`config.mk`:
```
export PLATFORM = sky130hd
export DESIGN_NAME = tdm_demux4
export DESIGN_NICKNAME = d
export VERILOG_FILES = /design/src/rtl/tdm_demux4.sv
export SDC_FILE = /design/constraint.sdc
export NUM_CORES = 1
export LEC_CHECK = 0
export CAP_MARGIN = 0
export CORE_AREA = 2 2 39 41
export DETAILED_ROUTE_END_ITERATION = 10
export DIE_AREA = 0 0 41 43
export PLACE_DENSITY = 0.78
export REMOVE_ABC_BUFFERS = 1
export SLEW_MARGIN = 20
export SYNTH_ARGS = -nofsm -noshare
export SYNTH_HDL_FRONTEND = slang
export SYNTH_SLANG_ARGS = --single-unit
```
`constraint.sdc`:
```
create_clock -name clock -period 1.78 [get_ports clock]
set_input_delay 0.356 -clock clock [delete_from_list [all_inputs] [get_ports clock]]
set_output_delay 0.356 -clock clock [all_outputs]
set_load 0.02 [all_outputs]
```
`src/rtl/tdm_demux4.sv`:
```
// tdm_demux4: receive end of a 4-slot TDM link. Hunts for the frame_sync
// marker, collects slots 0..2 in shadow registers, and on the slot-3 beat
// publishes all four channels at once with a one-cycle frame_valid pulse.
//
// Strobe semantics: enable is a one-way slot strobe with no back-pressure.
// A "beat" is any rising clock edge with enable=1; data_in and frame_sync
// are consumed on that edge and ignored otherwise. The state machine is
// observable through locked (LOCKED vs HUNT) and slot (position in frame).
module tdm_demux4 #(
    parameter int WIDTH = 1
) (
    input  logic             clock,
    input  logic             reset,
    input  logic             enable,
    input  logic             frame_sync,
    input  logic [WIDTH-1:0] data_in,
    output logic [WIDTH-1:0] out_u,
    output logic [WIDTH-1:0] out_v,
    output logic [WIDTH-1:0] out_w,
    output logic [WIDTH-1:0] out_x,
    output logic [1:0]       slot,
    output logic             locked,
    output logic             frame_valid,
    output logic             sync_err
);

    typedef enum logic {
        HUNT   = 1'b0,
        LOCKED = 1'b1
    } state_t;

    state_t           state_q, state_d;
    logic [1:0]       slot_q, slot_d;
    logic [WIDTH-1:0] shadow_q [3];
    logic [WIDTH-1:0] shadow_d [3];
    logic [WIDTH-1:0] u_q, v_q, w_q, x_q;
    logic [WIDTH-1:0] u_d, v_d, w_d, x_d;
    logic             fv_q, fv_d;
    logic             err_q, err_d;

    // Next-state, shadow capture and frame publication; everything holds by default.
    always_comb begin
        state_d  = state_q;
        slot_d   = slot_q;
        shadow_d = shadow_q;
        u_d      = u_q;
        v_d      = v_q;
        w_d      = w_q;
        x_d      = x_q;
        fv_d     = 1'b0;
        err_d    = 1'b0;

        if (enable) begin
            unique case (state_q)
                HUNT: begin
                    // Non-marker beats are simply skipped while hunting.
                    if (frame_sync) begin
                        shadow_d[0] = data_in;
                        slot_d      = 2'd1;
                        state_d     = LOCKED;
                    end
                end
                LOCKED: begin
                    if (slot_q == 2'd0) begin
                        if (frame_sync) begin
                            shadow_d[0] = data_in;
                            slot_d      = 2'd1;
                        end else begin
                            // Marker missing where expected: lose lock.
                            err_d       = 1'b1;
                            shadow_d[0] = '0;
                            shadow_d[1] = '0;
                            shadow_d[2] = '0;
                            slot_d      = 2'd0;
                            state_d     = HUNT;
                        end
                    end else if (frame_sync) begin
                        // Early marker: drop partial frame, restart at slot 0.
                        err_d       = 1'b1;
                        shadow_d[0] = data_in;
                        shadow_d[1] = '0;
                        shadow_d[2] = '0;
                        slot_d      = 2'd1;
                    end else if (slot_q == 2'd3) begin
                        // Last slot goes straight to out_x so all four update together.
                        u_d    = shadow_q[0];
                        v_d    = shadow_q[1];
                        w_d    = shadow_q[2];
                        x_d    = data_in;
                        fv_d   = 1'b1;
                        slot_d = 2'd0;
                    end else begin
                        if (slot_q == 2'd1) begin
                            shadow_d[1] = data_in;
                        end else begin
                            shadow_d[2] = data_in;
                        end
                        slot_d = slot_q + 2'd1;
                    end
                end
                default: begin
                    state_d = HUNT;
                end
            endcase
        end
    end

    // State register with synchronous reset dominating all other inputs.
    always_ff @(posedge clock) begin
        if (reset) begin
            state_q     <= HUNT;
            slot_q      <= 2'd0;
            shadow_q[0] <= '0;
            shadow_q[1] <= '0;
            shadow_q[2] <= '0;
            u_q         <= '0;
            v_q         <= '0;
            w_q         <= '0;
            x_q         <= '0;
            fv_q        <= 1'b0;
            err_q       <= 1'b0;
        end else begin
            state_q  <= state_d;
            slot_q   <= slot_d;
            shadow_q <= shadow_d;
            u_q      <= u_d;
            v_q      <= v_d;
            w_q      <= w_d;
            x_q      <= x_d;
            fv_q     <= fv_d;
            err_q    <= err_d;
        end
    end

    assign out_u       = u_q;
    assign out_v       = v_q;
    assign out_w       = w_q;
    assign out_x       = x_q;
    assign slot        = slot_q;
    assign locked      = (state_q == LOCKED);
    assign frame_valid = fv_q;
    assign sync_err    = err_q;

endmodule

```
# --- Yosys cells after proc, flatten, opt, wreduce, memory -nomap -nowiden ---
# Cells that the tools add are included.
# W data, S select, Z words.
op_classes:
  add_sub_neg: 1
  eq_ne: 6
  n_mux: 21
  bitwise_logic: 4
  reduce_logical: 8
op_table:
  columns: ["cell", "count"]
  rows:
  - ["$reduce_and A5 Y1", 3]
  - ["$mux W2", 7]
  - ["$mux W1", 10]
  - ["$ne A3 B3 Y1 const B", 2]
  - ["$reduce_or A5 Y1", 1]
  - ["$ne A2 B2 Y1 const B", 2]
  - ["$not A1 Y1", 4]
  - ["$pmux W1 S2", 2]
  - ["$pmux W2 S2", 1]
  - ["$mux W3", 1]
  - ["$reduce_bool A3 Y1", 1]
  - ["$reduce_or A3 Y1", 1]
  - ["$add A2 B1 Y2 const B", 1]
  - ["$eq A2 B1 Y1 const B", 1]
  - ["$eq A2 B2 Y1 const B", 1]
  - ["$logic_not A2 Y1", 1]
  - ["$reduce_and A2 Y1", 1]
totals:
  regBits: 12
  inputBits: 5
  out_inout_bits: 9
  wordCells: 51

# --- Depth between registers and ports, before layout ---
depth:
  ltp_word: 6
  depth_mapped: 8
  mapped_depth_nobuf: 8

# --- Worst setup path after synthesis ---
# No wires, ideal clock.
synth_timing:
  kind: "reg-to-reg"
  startpoint: "reg slot_q[0] (netlist: slot[0])"
  endpoint: "reg shadow_q[1] (netlist name)"
  setup_time_ns: 0.128
  arrival_time_ns: 1.483
  t_required_ns: 1.652
  setup_slack_ns: 0.170
  stages_incl_launch_ff: 7
  synth_period_minus_slack_ns: 1.610
  path_cell_list: "dfxtp_1 -> inv_1 -> ha_1 -> or3b_1 -> o2111ai_2 -> mux2i_1 -> nor2_1"
synth_between:
  elab_chain_len: 3
  word_cells_on_any_way: 8
  cone_classes: "eq/ne: 4; mux: 1; reduce/logical: 3"
synth_lines:
  columns: ["element", "line", "text"]
  rows:
  - ["from (decl)", "33", "logic [1:0] slot_q, slot_d;"]
  - ["from (signal assigned)", "124", "slot_q <= slot_d;"]
  - ["$eq A2 B2 Y1, or another cell as far along", "84", "end else if (slot_q == 2'd3) begin"]
  - ["$ne A3 B3 Y1 (no source line), or another cell as far along", null, null]
  - ["$reduce_and A5 Y1 (no source line)", null, null]
  - ["to (signal assigned)", "125", "shadow_q <= shadow_d;"]
  - ["to (decl)", "34", "logic [WIDTH-1:0] shadow_q [3];"]
# Several ways; a longest one is shown, not always the timed one.
# A chain may end at the register's enable or synchronous reset.

# --- Worst setup path after layout ---
layout_timing:
  startpoint: "reg state_q (netlist: locked)"
  endpoint: "out locked"
layout_lines:
  columns: ["element", "line", "text"]
  rows:
  - ["from (decl)", "32", "state_t state_q, state_d;"]
  - ["from (signal assigned)", "123", "state_q <= state_d;"]
  - ["to (decl)", "22", "output logic locked,"]
# No word-level cell between the ends.

==> impl_metrics.xml <==
<?xml version="1.0" encoding="UTF-8"?>
<metrics>
  <group name="run_status">
    <metric name="result_of_the_run" unit="">finished, final reports clean</metric>
  </group>
  <group name="setup_path">
    <metric name="critical_path_required" unit="ps">1420</metric>
    <metric name="worst_setup_path_start_kind" unit="">flop</metric>
    <metric name="cp_cell_sequence" unit="">clkdlybuf4s50_1</metric>
    <metric name="endpoint_class_of_the_critical_path" unit="">output port</metric>
    <metric name="timing_worst_setup_path_type" unit="">reg -&gt; out</metric>
    <metric name="worst-endpoint-arrival" unit="ps">1310</metric>
    <metric name="timing.critical_path.slowest_cell_delay" unit="ps">630</metric>
    <metric name="critical-path-slowest-cell" unit="">clkdlybuf4s50_1</metric>
    <metric name="cpLargestDelayFamily" unit="">buffers and inverters</metric>
    <metric name="worstRegToRegCells" unit="">7</metric>
    <metric name="worst-path-max-fanout" unit="">6</metric>
    <metric name="worstPathBufferInverterCount" unit="">1</metric>
    <metric name="path_depth" unit="">1</metric>
  </group>
  <group name="layout">
    <metric name="largest_register_ff_count" unit="">3</metric>
    <metric name="postLayoutCoreUtil" unit="">0.559</metric>
    <metric name="flow.area_growth_from_synthesis" unit="%">36.1</metric>
    <metric name="antenna_cells_inserted" unit="">0</metric>
    <metric name="largest-register" unit="">shadow_q</metric>
    <metric name="design.final.nets" unit="">92</metric>
    <metric name="drive_gt1_frac" unit="">0.111</metric>
  </group>
  <group name="floorplanning">
    <metric name="std_cell_rows" unit="">14</metric>
    <metric name="core_region_area" unit="mm²">0.00138</metric>
    <metric name="floorplan.initialDensity" unit="">0.410</metric>
    <metric name="die_w" unit="µm">41</metric>
    <metric name="dieHeight" unit="µm">43</metric>
    <metric name="fp.dieArea" unit="mm²">0.00176</metric>
    <metric name="pin_count" unit="">14</metric>
  </group>
  <group name="power_and_ir_drop">
    <metric name="combPwrFrac" unit="">0.114</metric>
    <metric name="vdd_ir_drop_max" unit="mV">0.434</metric>
    <metric name="p_sw" unit="µW">134</metric>
    <metric name="swShare" unit="">0.238</metric>
    <metric name="fin_total_pwr" unit="µW">562</metric>
    <metric name="total_leakage_power" unit="µW">0.000352</metric>
    <metric name="clock_power_share" unit="">0.393</metric>
    <metric name="power.density_cell_area" unit="mW/mm²">727</metric>
    <metric name="reg_power_frac" unit="">0.493</metric>
    <metric name="cell_internal_pwr" unit="µW">428</metric>
  </group>
  <group name="place">
    <metric name="gpl.final_weighted_congestion" unit="">0.835</metric>
    <metric name="place.port_buffers" unit="">13</metric>
    <metric name="place_hpwl" unit="µm">844</metric>
  </group>
  <group name="timing">
    <metric name="grt_setup_unrepaired" unit="">no</metric>
    <metric name="fin_worst_skew" unit="ps">4.16</metric>
    <metric name="maxSlewHeadroom" unit="">0.706</metric>
    <metric name="tightest_slew" unit="ps">440</metric>
    <metric name="finalSetupViolCount" unit="">0</metric>
    <metric name="timing.final.max_slew_violations" unit="">0</metric>
    <metric name="max_freq" unit="MHz">601</metric>
    <metric name="fin_crit_sh" unit="">0.935</metric>
    <metric name="timing_hold_violations_final" unit="">0</metric>
    <metric name="post-route-min-period" unit="ps">1660</metric>
  </group>
  <group name="synthesis">
    <metric name="ys_top_cells_by_area" unit="">dfxtp_1, mux2i_1, ha_1, nor2_1, nand2_1</metric>
    <metric name="synth.ff_latch_count" unit="">12</metric>
    <metric name="combinational_family_with_the_most_area_after_synthesis" unit="">simple AND/OR/NAND/NOR gates</metric>
    <metric name="synth_top_cell_area_share" unit="">0.423</metric>
    <metric name="synth_adder_area_share" unit="">0.110</metric>
    <metric name="synth_commonest_cells" unit="">dfxtp_1, nor2_1, mux2i_1, nand2_1</metric>
    <metric name="post-synth-top-count-cell" unit="">dfxtp_1</metric>
    <metric name="synth.area.mux_share" unit="">0.123</metric>
    <metric name="synthesis.instances" unit="">62</metric>
    <metric name="synthesized_area_fraction_occupied_by_ao_oa_aoi_and_oai_cells" unit="">0.106</metric>
    <metric name="yosysWarnings" unit="">0</metric>
    <metric name="yosysTopAreaCell" unit="">dfxtp_1</metric>
    <metric name="synth_sequential_area_ratio" unit="">0.423</metric>
    <metric name="synth-edff-count" unit="">0</metric>
    <metric name="post_syn_area_per_cell" unit="µm²">9.16</metric>
    <metric name="synth-xor-area-share" unit="">0</metric>
    <metric name="synthFlopType" unit="">dfxtp_1</metric>
    <metric name="post_synth_and_or_nand_nor_area_fraction" unit="">0.198</metric>
    <metric name="netlist_area" unit="µm²">568</metric>
    <metric name="postSynth.asyncResetShare" unit="">0</metric>
    <metric name="yosys.cell_types.count" unit="">21</metric>
  </group>
  <group name="clock_tree">
    <metric name="tritoncts_num_sinks" unit="">12</metric>
    <metric name="clk_latency" unit="ps">280</metric>
    <metric name="cts_tree" unit="">done</metric>
    <metric name="cts.reportedPaths.clkPinSlew" unit="ps">70</metric>
    <metric name="clock_tree.buffer_depth" unit="">2</metric>
    <metric name="inserted_clock_buffers" unit="">3</metric>
    <metric name="post_cts.repair.setup_buffers" unit="">0</metric>
    <metric name="master_cell_of_the_clock_root_buffer" unit="">clkbuf_4</metric>
    <metric name="cts.repair.resized" unit="">0</metric>
    <metric name="cts_hold_repair.buffers" unit="">0</metric>
    <metric name="htree_num_levels" unit="">1</metric>
  </group>
  <group name="route">
    <metric name="drt-initial-drc-count" unit="">13</metric>
    <metric name="drt_pre_antenna_iters" unit="">4</metric>
    <metric name="avgViaCountPerCell" unit="">5.06</metric>
    <metric name="post-route-drc-count" unit="">0</metric>
    <metric name="vias" unit="">491</metric>
    <metric name="detail_route.wirelength" unit="µm">1100</metric>
    <metric name="avgRoutedWirePerCell" unit="µm">11.3</metric>
    <metric name="detail-route-antenna-nets" unit="">0</metric>
  </group>
  <group name="global_routing">
    <metric name="gr-usage-all-layers" unit="">0.162</metric>
    <metric name="antenna_violations_before_repair" unit="">0</metric>
    <metric name="grt_first_pass_wirelength" unit="µm">1920</metric>
    <metric name="global_route.overflow_total" unit="">0</metric>
    <metric name="via_count_of_the_first_global_routing_pass" unit="">453</metric>
    <metric name="grt_max_degree" unit="">13</metric>
  </group>
  <group name="hold_path">
    <metric name="worstHoldPathCells" unit="">2</metric>
    <metric name="class_of_the_tightest_hold_or_removal_check" unit="">reg -&gt; reg</metric>
  </group>
  <group name="run">
    <metric name="maxCapViolCount" unit="">0</metric>
  </group>
</metrics>
## routing by layer
| metal | up-vias | part of all wire | wire (µm) | GRT usage |
|---|---|---|---|---|
| li1 | 250 | - | - | - |
| met1 | 224 | 0.46 | 504 | 0.210 |
| met2 | 15 | 0.47 | 518 | 0.234 |
| met3 | 2 | 0.052 | 57 | 0.0628 |
| met4 | 0 | 0.018 | 20 | 0.0600 |
| met5 | - | 0 | 0 | 0 |
## area by class of cell
cell class / count / area [µm²]
flip-flops and latches: 12 / 240
fillers: 137 / 611
well taps: 16 / 20.0
inverters: 5 / 18.8
repair buffers: 16 / 153
multi-input cells: 44 / 305
clock buffers: 4 / 36.3
## power groups by stage
stage	combinational, µW	clock (µW)	sequential [µW]
2_1_floorplan	26.9	0	287
3_3_place_gp	63.8	0	284
3_5_place_dp	64.2	0	284
4_1_cts	64.7	229	277
5_1_grt	72.3	245	278
6_report	64.1	221	277
## cell usage in the layout (no fill, tap or decap), drive strengths merged, types with 2 or more instances in the layout
| master | count |
|---|---|
| dfxtp | 12 |
| and2 | 2 |
| nor2 | 9 |
| clkbuf | 4 |
| mux2i | 7 |
| buf | 3 |
| ha | 5 |
| o21ai | 2 |
| nand2 | 7 |
| clkdlybuf4s50 | 13 |
| inv | 5 |
| a21oi | 2 |
## per-stage QoR
step           std cells  hold slack [ps]  instance area, µm²  setup slack (ps)  setup TNS [ps]
6_report              97              500                 773               116               0
4_1_cts               97              510                 773               101               0
5_1_grt               97              520                 773              14.1               0
3_3_place_gp          93              474                 737              4.48               0
3_5_place_dp          93              489                 737             -38.2            -113
2_1_floorplan         61              425                 564               183               0
## logic make-up (layout without fill, tap and decap cells)
| kind of cell | count (synthesis) | count (layout) |
|---|---|---|
| AND/OR/NAND/NOR | 24 | 24 |
| adder cells (fa/ha/maj) | 5 | 5 |
| flip-flops | 12 | 12 |
| buffers and inverters | 6 | 25 |
| AO/OA/AOI/OAI | 8 | 8 |
| multiplexers | 7 | 7 |
## path summary, 6_finish.rpt
check / startpoint / slack, ps / endpoint
setup / recovery: locked / 120 / locked
hold / removal: out_x / 500 / out_x
setup reg to reg: slot[0] / 180 / out_x
hold reg to reg: out_x / 500 / out_x
No activity file was read; power rests on OpenSTA's default activity.
